### config.mk
export PLATFORM = sky130hd
export DESIGN_NAME = gumnut_datapath_p
export DESIGN_NICKNAME = d
export VERILOG_FILES = /design/src/rtl/gumnut_datapath_p.sv
export SDC_FILE = /design/constraint.sdc
export NUM_CORES = 1
export LEC_CHECK = 0
export ABC_AREA = 1
export CORE_MARGIN = 1
export CORE_UTILIZATION = 59
export DETAILED_ROUTE_END_ITERATION = 7
export HOLD_SLACK_MARGIN = 0.02
export PLACE_DENSITY = 0.81
export SLEW_MARGIN = 20
export SYNTH_ARGS = -nofsm -noshare
export SYNTH_HDL_FRONTEND = slang
export SYNTH_SLANG_ARGS = --single-unit
### constraint.sdc
create_clock -name clk_i -period 3.2 [get_ports clk_i]
set_input_delay 0.64 -clock clk_i [delete_from_list [all_inputs] [get_ports clk_i]]
set_output_delay 0.64 -clock clk_i [all_outputs]
set_load 0.02 [all_outputs]
### src/rtl/gumnut_datapath_p.sv
// gumnut_datapath_p - parametrised Gumnut datapath.
//
// Register file (r0 hardwired to zero), staged memory/port read data feeding
// a write-data mux, a start/done ALU with captured operands, and a carry/zero
// flag register backed by a small save/restore stack for interrupt entry/exit.
//
// Optional build macro: GUMNUT_SERIAL_SHIFT_EN
//   defined   - shift/rotate ops (8..11) run one bit per enabled cycle
//   undefined - barrel shifter, every op completes one cycle after issue
//
// Ports:
//   clk_i, rst_i                  clock, synchronous active-high reset
//   clkEn_i                       global enable, low freezes all state
//   rs_sel_i/rs2_sel_i/rd_sel_i   source A, source B, destination indices
//   immed_i, count_i, op2_i       immediate, shift amount, B-operand select
//   ALUOp_i, start_i              ALU operation and issue strobe
//   RegMux_i, RegWrt_i            write-data select and register write enable
//   data_dat_i, port_dat_i        memory / I/O read data (staged one cycle)
//   push_i, pop_i                 flag save / restore
//   res_o, rsr2_o                 ALU result register, reg[rs2_sel_i] read
//   c_o, z_o                      carry / zero flags
//   busy_o, done_o                ALU in progress, one-cycle completion pulse
//   fstack_ovf_o                  sticky flag-stack overflow
module gumnut_datapath_p #(
    parameter int DATA_W       = 8,
    parameter int NREGS        = 8,
    parameter int FSTACK_DEPTH = 4,
    localparam int SEL_W       = $clog2(NREGS),
    localparam int CNT_W       = $clog2(DATA_W)
) (
    input  logic              clk_i,
    input  logic              rst_i,
    input  logic              clkEn_i,
    input  logic [SEL_W-1:0]  rs_sel_i,
    input  logic [SEL_W-1:0]  rs2_sel_i,
    input  logic [SEL_W-1:0]  rd_sel_i,
    input  logic [DATA_W-1:0] immed_i,
    input  logic [CNT_W-1:0]  count_i,
    input  logic              op2_i,
    input  logic [3:0]        ALUOp_i,
    input  logic              start_i,
    input  logic [1:0]        RegMux_i,
    input  logic              RegWrt_i,
    input  logic [DATA_W-1:0] data_dat_i,
    input  logic [DATA_W-1:0] port_dat_i,
    input  logic              push_i,
    input  logic              pop_i,
    output logic [DATA_W-1:0] res_o,
    output logic [DATA_W-1:0] rsr2_o,
    output logic              c_o,
    output logic              z_o,
    output logic              busy_o,
    output logic              done_o,
    output logic              fstack_ovf_o
);
    localparam int SP_W = $clog2(FSTACK_DEPTH + 1);

    typedef enum logic [0:0] {ST_IDLE = 1'b0, ST_EXEC = 1'b1} state_t;

    logic [DATA_W-1:0] rf_q [NREGS];
    logic [DATA_W-1:0] rf_d [NREGS];
    logic [DATA_W-1:0] data_q, data_d, port_q, port_d;
    state_t            state_q, state_d;
    logic              busy_q, busy_d, done_q, done_d;
    logic [3:0]        op_q, op_d;
    logic [DATA_W-1:0] a_q, a_d, b_q, b_d;
    logic [CNT_W-1:0]  cnt_q, cnt_d;
    logic              cin_q, cin_d;
    logic [DATA_W-1:0] res_q, res_d;
    logic              c_q, c_d, z_q, z_d;
    logic [1:0]        fstk_q [FSTACK_DEPTH];
    logic [1:0]        fstk_d [FSTACK_DEPTH];
    logic [SP_W-1:0]   sp_q, sp_d;
    logic              ovf_q, ovf_d;

    logic [DATA_W-1:0] rs_val_s, rs2_val_s, wdata_s;
    logic [DATA_W:0]   alu_s;       // {carry, result}
    logic              step_s;      // serial shift has more bits to go
    logic [1:0]        fstk_top_s;
    logic              full_s;

    // Full ALU: returns {carry, result}; ops 12..15 give all zeros.
    function automatic logic [DATA_W:0] alu_f(input logic [3:0]        op,
                                              input logic [DATA_W-1:0] a,
                                              input logic [DATA_W-1:0] b,
                                              input logic              cin,
                                              input logic [CNT_W-1:0]  cnt);
        logic [DATA_W:0]     r;
        logic [2*DATA_W-1:0] dbl;
        logic                nz;
        r   = {(DATA_W+1){1'b0}};
        dbl = {(2*DATA_W){1'b0}};
        nz  = (cnt != {CNT_W{1'b0}});
        case (op)
            4'd0: r = {1'b0, a} + {1'b0, b};
            4'd1: r = {1'b0, a} + {1'b0, b} + {{DATA_W{1'b0}}, cin};
            4'd2: r = {1'b0, a} - {1'b0, b};
            4'd3: r = {1'b0, a} - {1'b0, b} - {{DATA_W{1'b0}}, cin};
            4'd4: r = {1'b0, a & b};
            4'd5: r = {1'b0, a | b};
            4'd6: r = {1'b0, a ^ b};
            4'd7: r = {1'b0, a & ~b};
            // The extra top bit catches the last bit shifted out of the MSB.
            4'd8: r = {1'b0, a} << cnt;
            4'd9: begin
                dbl = {a, {DATA_W{1'b0}}} >> cnt;
                r   = {dbl[DATA_W-1], dbl[2*DATA_W-1:DATA_W]};
            end
            // Rotates via a doubled word; the last bit out lands at the
            // opposite end of the result.
            4'd10: begin
                dbl = {a, a} << cnt;
                r   = {nz & dbl[DATA_W], dbl[2*DATA_W-1:DATA_W]};
            end
            4'd11: begin
                dbl = {a, a} >> cnt;
                r   = {nz & dbl[DATA_W-1], dbl[DATA_W-1:0]};
            end
            default: r = {(DATA_W+1){1'b0}};
        endcase
        return r;
    endfunction

`ifdef GUMNUT_SERIAL_SHIFT_EN
    // Single-bit shift/rotate step: {bit moved out, shifted word}.
    function automatic logic [DATA_W:0] shift1_f(input logic [1:0]        kind,
                                                 input logic [DATA_W-1:0] w);
        logic [DATA_W:0] r;
        case (kind)
            2'd0:    r = {w, 1'b0};
            2'd1:    r = {w[0], 1'b0, w[DATA_W-1:1]};
            2'd2:    r = {w[DATA_W-1], w[DATA_W-2:0], w[DATA_W-1]};
            2'd3:    r = {w[0], w[0], w[DATA_W-1:1]};
            default: r = {1'b0, w};
        endcase
        return r;
    endfunction
`endif

    // Register reads, write-data mux and stack top/full decode.
    always_comb begin
        rs_val_s  = rf_q[rs_sel_i];
        rs2_val_s = rf_q[rs2_sel_i];
        case (RegMux_i)
            2'b00:   wdata_s = res_q;
            2'b01:   wdata_s = data_q;
            2'b10:   wdata_s = port_q;
            2'b11:   wdata_s = {DATA_W{1'b0}};
            default: wdata_s = {DATA_W{1'b0}};
        endcase
        fstk_top_s = 2'b00;
        for (int i = 0; i < FSTACK_DEPTH; i++) begin
            fstk_top_s = (sp_q == SP_W'(i + 1)) ? fstk_q[i] : fstk_top_s;
        end
        full_s = (sp_q == SP_W'(FSTACK_DEPTH));
    end

    // ALU result for the captured operation, plus serial-shift stepping.
    always_comb begin
        alu_s  = alu_f(op_q, a_q, b_q, cin_q, cnt_q);
        step_s = 1'b0;
`ifdef GUMNUT_SERIAL_SHIFT_EN
        if (op_q[3:2] == 2'b10) begin
            // a_q is the working word; the final step completes the op.
            if (cnt_q == {CNT_W{1'b0}}) begin
                alu_s = {1'b0, a_q};
            end else begin
                alu_s = shift1_f(op_q[1:0], a_q);
            end
            step_s = (cnt_q > CNT_W'(1'b1));
        end else begin
            step_s = 1'b0;
        end
`endif
    end

    // Next-state logic for the register file, FSM, ALU and flag stack.
    always_comb begin
        rf_d    = rf_q;
        data_d  = data_q;
        port_d  = port_q;
        state_d = state_q;
        busy_d  = busy_q;
        done_d  = 1'b0;
        op_d    = op_q;
        a_d     = a_q;
        b_d     = b_q;
        cnt_d   = cnt_q;
        cin_d   = cin_q;
        res_d   = res_q;
        c_d     = c_q;
        z_d     = z_q;
        fstk_d  = fstk_q;
        sp_d    = sp_q;
        ovf_d   = ovf_q;
        if (clkEn_i) begin
            data_d = data_dat_i;
            port_d = port_dat_i;
            if (RegWrt_i) begin
                rf_d[rd_sel_i] = wdata_s;
            end else begin
                rf_d = rf_q;
            end
            rf_d[0] = {DATA_W{1'b0}};

            case (state_q)
                ST_IDLE: begin
                    if (start_i) begin
                        state_d = ST_EXEC;
                        busy_d  = 1'b1;
                        op_d    = ALUOp_i;
                        a_d     = rs_val_s;
                        b_d     = op2_i ? rs2_val_s : immed_i;
                        cnt_d   = count_i;
                        cin_d   = c_q;
                    end else begin
                        state_d = ST_IDLE;
                    end
                end
                ST_EXEC: begin
                    if (step_s) begin
                        a_d   = alu_s[DATA_W-1:0];
                        cnt_d = cnt_q - CNT_W'(1'b1);
                    end else begin
                        state_d = ST_IDLE;
                        busy_d  = 1'b0;
                        done_d  = 1'b1;
                        res_d   = alu_s[DATA_W-1:0];
                        // Ops 12..15 clear the result but leave the flags.
                        if (op_q[3:2] != 2'b11) begin
                            c_d = alu_s[DATA_W];
                            z_d = (alu_s[DATA_W-1:0] == {DATA_W{1'b0}});
                        end else begin
                            c_d = c_q;
                            z_d = z_q;
                        end
                    end
                end
                default: begin
                    state_d = ST_IDLE;
                    busy_d  = 1'b0;
                end
            endcase

            // Stack pushes save the flags as they stand before this edge; a
            // pop is evaluated last so its restore wins over an ALU update.
            if (push_i && !pop_i) begin
                if (full_s) begin
                    ovf_d = 1'b1;
                end else begin
                    sp_d = sp_q + SP_W'(1'b1);
                    for (int i = 0; i < FSTACK_DEPTH; i++) begin
                        fstk_d[i] = (sp_q == SP_W'(i)) ? {c_q, z_q} : fstk_q[i];
                    end
                end
            end else if (pop_i && !push_i) begin
                if (sp_q != {SP_W{1'b0}}) begin
                    c_d  = fstk_top_s[1];
                    z_d  = fstk_top_s[0];
                    sp_d = sp_q - SP_W'(1'b1);
                end else begin
                    sp_d = sp_q;
                end
            end else begin
                sp_d = sp_q;
            end
        end else begin
            done_d = 1'b0;
        end
    end

    // State registers with synchronous reset.
    always_ff @(posedge clk_i) begin
        if (rst_i) begin
            for (int i = 0; i < NREGS; i++) begin
                rf_q[i] <= {DATA_W{1'b0}};
            end
            for (int i = 0; i < FSTACK_DEPTH; i++) begin
                fstk_q[i] <= 2'b00;
            end
            data_q  <= {DATA_W{1'b0}};
            port_q  <= {DATA_W{1'b0}};
            state_q <= ST_IDLE;
            busy_q  <= 1'b0;
            done_q  <= 1'b0;
            op_q    <= 4'd0;
            a_q     <= {DATA_W{1'b0}};
            b_q     <= {DATA_W{1'b0}};
            cnt_q   <= {CNT_W{1'b0}};
            cin_q   <= 1'b0;
            res_q   <= {DATA_W{1'b0}};
            c_q     <= 1'b0;
            z_q     <= 1'b0;
            sp_q    <= {SP_W{1'b0}};
            ovf_q   <= 1'b0;
        end else begin
            rf_q    <= rf_d;
            fstk_q  <= fstk_d;
            data_q  <= data_d;
            port_q  <= port_d;
            state_q <= state_d;
            busy_q  <= busy_d;
            done_q  <= done_d;
            op_q    <= op_d;
            a_q     <= a_d;
            b_q     <= b_d;
            cnt_q   <= cnt_d;
            cin_q   <= cin_d;
            res_q   <= res_d;
            c_q     <= c_d;
            z_q     <= z_d;
            sp_q    <= sp_d;
            ovf_q   <= ovf_d;
        end
    end

    assign res_o        = res_q;
    assign rsr2_o       = rs2_val_s;
    assign c_o          = c_q;
    assign z_o          = z_q;
    assign busy_o       = busy_q;
    assign done_o       = done_q;
    assign fstack_ovf_o = ovf_q;
endmodule

==> flow_summary_export.csv <==
group,metric,value,unit
outcome,status,"complete, no violations",
min_path,holdPathStages,2,
die,rows,42,
final_layout,multi_input_comb_area,5000,um^2
detailed_routing,first_pass_iters,5,
synth,syn-mean-instance-area,6.27,um^2
timing,finalCritPeriodShare,91.7,%
die,core_area,13500,um^2
synth,seq_area_frac_synth,29.4,%
timing,fin_skew,8.42,ps
clock_tree,htreeDepth,4,
detailed_routing,viasPerCell,5.90,
final_layout,nets,1468,
critical_path,start_kind,"input pin",
global_routing,grt_overflow,0,
clock_tree,cts_setup_buffers,0,
critical_path,reg2reg_from,"a_q[0]$_SDFFE_PP0P_",
synth,synth_nets,1401,
clock_tree,cts.sinks,121,
power_and_ir_drop,max-vdd-ir-drop,0.359,mV
timing,layout_min_cycle_time,2930,ps
synth,ys_seq_elements,121,
synth,ys_async_sr_fraction,0,%
synth,synth_edf_count,0,
synth,synth_ff_type,"dfxtp_1",
timing,worst-slew-pin-transition,1020,ps
synth,synth_top_area_cell,"dfxtp_1",
timing,rsz0062_at_grt,"false",
detailed_routing,drcViolationCount,0,
synth,netlist_instances,1313,
clock_tree,cts-root-buf,"clkbuf_16",
die,die_area,14400,um^2
synth,post-synth-top-count-cell,"nand2_1",
timing,hold_violations,0,
timing,holdWs,463,ps
final_layout,drive_gt1_share,7.47,%
critical_path,path_max_fanout,56,
final_layout,area_growth,19.3,%
die,io_pins,71,
power_and_ir_drop,p_total,0.00441,W
synth,syn_area,8240,um^2
min_path,hp-class,"register to register",
synth,synth.distinct_cells,44,
synth,yosys.area.top_type_share,29.4,%
die,die_w,120,um
timing,fmax,341,MHz
timing,finalSetupViolCount,0,
global_routing,grt_pass1_vias,8514,
detailed_routing,antenna_left,0,
global_routing,grt_pass1_wl,42200,um
critical_path,critPathKind,"input pin to output pin",
clock_tree,cts_tree,"yes",
synth,synth_area_leaders,"dfxtp_1 (29%), nand2_1 (13%), a21oi_1 (9.2%)",
placed_design,io_buffers,70,
global_routing,antenna_found_initial,1,
synth,ys.warnings.count,0,
timing,fin_tns_setup,0,ps
clock_tree,clockBufferDepth,2,
placed_design,post-dp-hpwl,19700,um
final_layout,fill_cells,1175,
min_path,worst_hold_startpoint,"port_q[1]$_SDFFE_PP0P_",
critical_path,startpoint,"rs2_sel_i[0]",
global_routing,grt_usage,37.3,%
critical_path,required,2560,ps
clock_tree,numCtsBuffers,17,
clock_tree,clock_latency,420,ps
power_and_ir_drop,power_leakage,4.42,nW
global_routing,grt_max_degree,58,
die,die_h,120,um
synth,synth_common_cells,"nand2_1 (295), a21oi_1 (152), o21ai_0 (149)",
critical_path,crit_path_end_kind,"output pin",
timing,slew_headroom,31.8,%
critical_path,rr_worst_depth,17,
timing,drv_slew,0,
job,cap_violations,0,
final_layout,regArea,2420,um^2
critical_path,worstPathArrival,2290,ps
clock_tree,path_clk_slew,60,ps
detailed_routing,wl_per_cell,16.7,um
final_layout,utilization,73.0,%
power_and_ir_drop,powerDensity,449,nW/um^2
die,start_util,61.2,%
detailed_routing,finalWirelength,26200,um
detailed_routing,num_vias,9265,
placed_design,gp_congestion,0.994,
detailed_routing,first_iter_violations,882,
[path summary, 6_finish.rpt]
| check | endpoint | slack [ps] |
|---|---|---|
| max | rsr2_o[6] | 270 |
| min | port_q[1]$_SDFFE_PP0P_ | 460 |
| max reg2reg | c_o$_SDFFE_PP0P_ | 340 |
| min reg2reg | port_q[1]$_SDFFE_PP0P_ | 460 |
[metrics by stage]
step | cell area (um^2) | std cells | setup slack [ps]
after floorplan | 8240 | 1313 | 742
after global placement | 9240 | 1537 | 59.6
after detailed placement | 9240 | 1537 | 18.9
after CTS | 9810 | 1569 | 18.2
after global routing | 9830 | 1570 | 81.7
final | 9830 | 1570 | 266
[report_power, final]
part	switching, W	total (W)	leakage [nW]	internal, W
Combinational	0.000620	0.000963	3.16	0.000344
Sequential	0.0000492	0.00162	0.987	0.00157
Clock	0.000753	0.00183	0.267	0.00108
[logic make-up after synthesis]
group | Yosys count | share of synthesized area (%)
simple gates | 569 | 29.3
fa+ha+maj | 38 | 5.95
flops | 121 | 29.4
xor+xnor | 4 | 0.425
compound gates | 378 | 25.0
buf+inv | 203 | 9.86
[layout by cell type (no fill, tap or decap), drive strengths merged, types with 8 or more instances in the layout]
master         synthesis  final
a21oi                155    155
a221oi                 8      8
a31oi                 18     18
buf                   23     45
clkbuf                44     17
clkdlybuf4s50          0     62
clkinv                 3      9
dfxtp                121    121
ha                    36     36
inv                  133    137
nand2                307    307
nand3                121    121
nand4                 14     14
nor2                 115    115
o211ai                24     24
o21ai                154    154
o22ai                 12     12
[registers in the layout, indices dropped and copies added (netlist names), 3 cells and up]
name,flops
rf_q,56
a_q,8
b_q,8
data_q,8
fstk_q,8
port_q,8
res_o,8
op_q,4
cnt_q,3
sp_q,3
[repair_timing]
action	CTS	global route
gates resized for setup	1	8
hold buffers	0	0
setup endpoints to repair	1	9
[metal layers]
metal | up-vias | track usage (%) | share of wire, %
met2 | 420 | 61.5 | 47
met5 | - | 0 | 0
met4 | 0 | 21.6 | 5.2
li1 | 4544 | - | -
met3 | 90 | 5.75 | 6.1
met1 | 4211 | 45.9 | 41
[area by class of cell]
type / count / share of cell area, %
Inverter: 136 / 5.25
Timing Repair Buffer: 115 / 11.1
Clock inverter: 15 / 1.46
Clock buffer: 17 / 4.33
Tap cell: 176 / 2.24
Sequential cell: 121 / 24.7
Multi-Input combinational cell: 989 / 50.9
Antenna cell: 1 / 0.0255
[critical path, stage by stage]
cell,delay [ps]
clkdlybuf4s50_1,450
buf_12,200
a21oi_1,190
o21ai_0,130
nand2_1,80
nor2_1,40
a31oi_1,200
dlygate4sd2_1,360
Note: power is estimated with default switching activity, not from simulation.
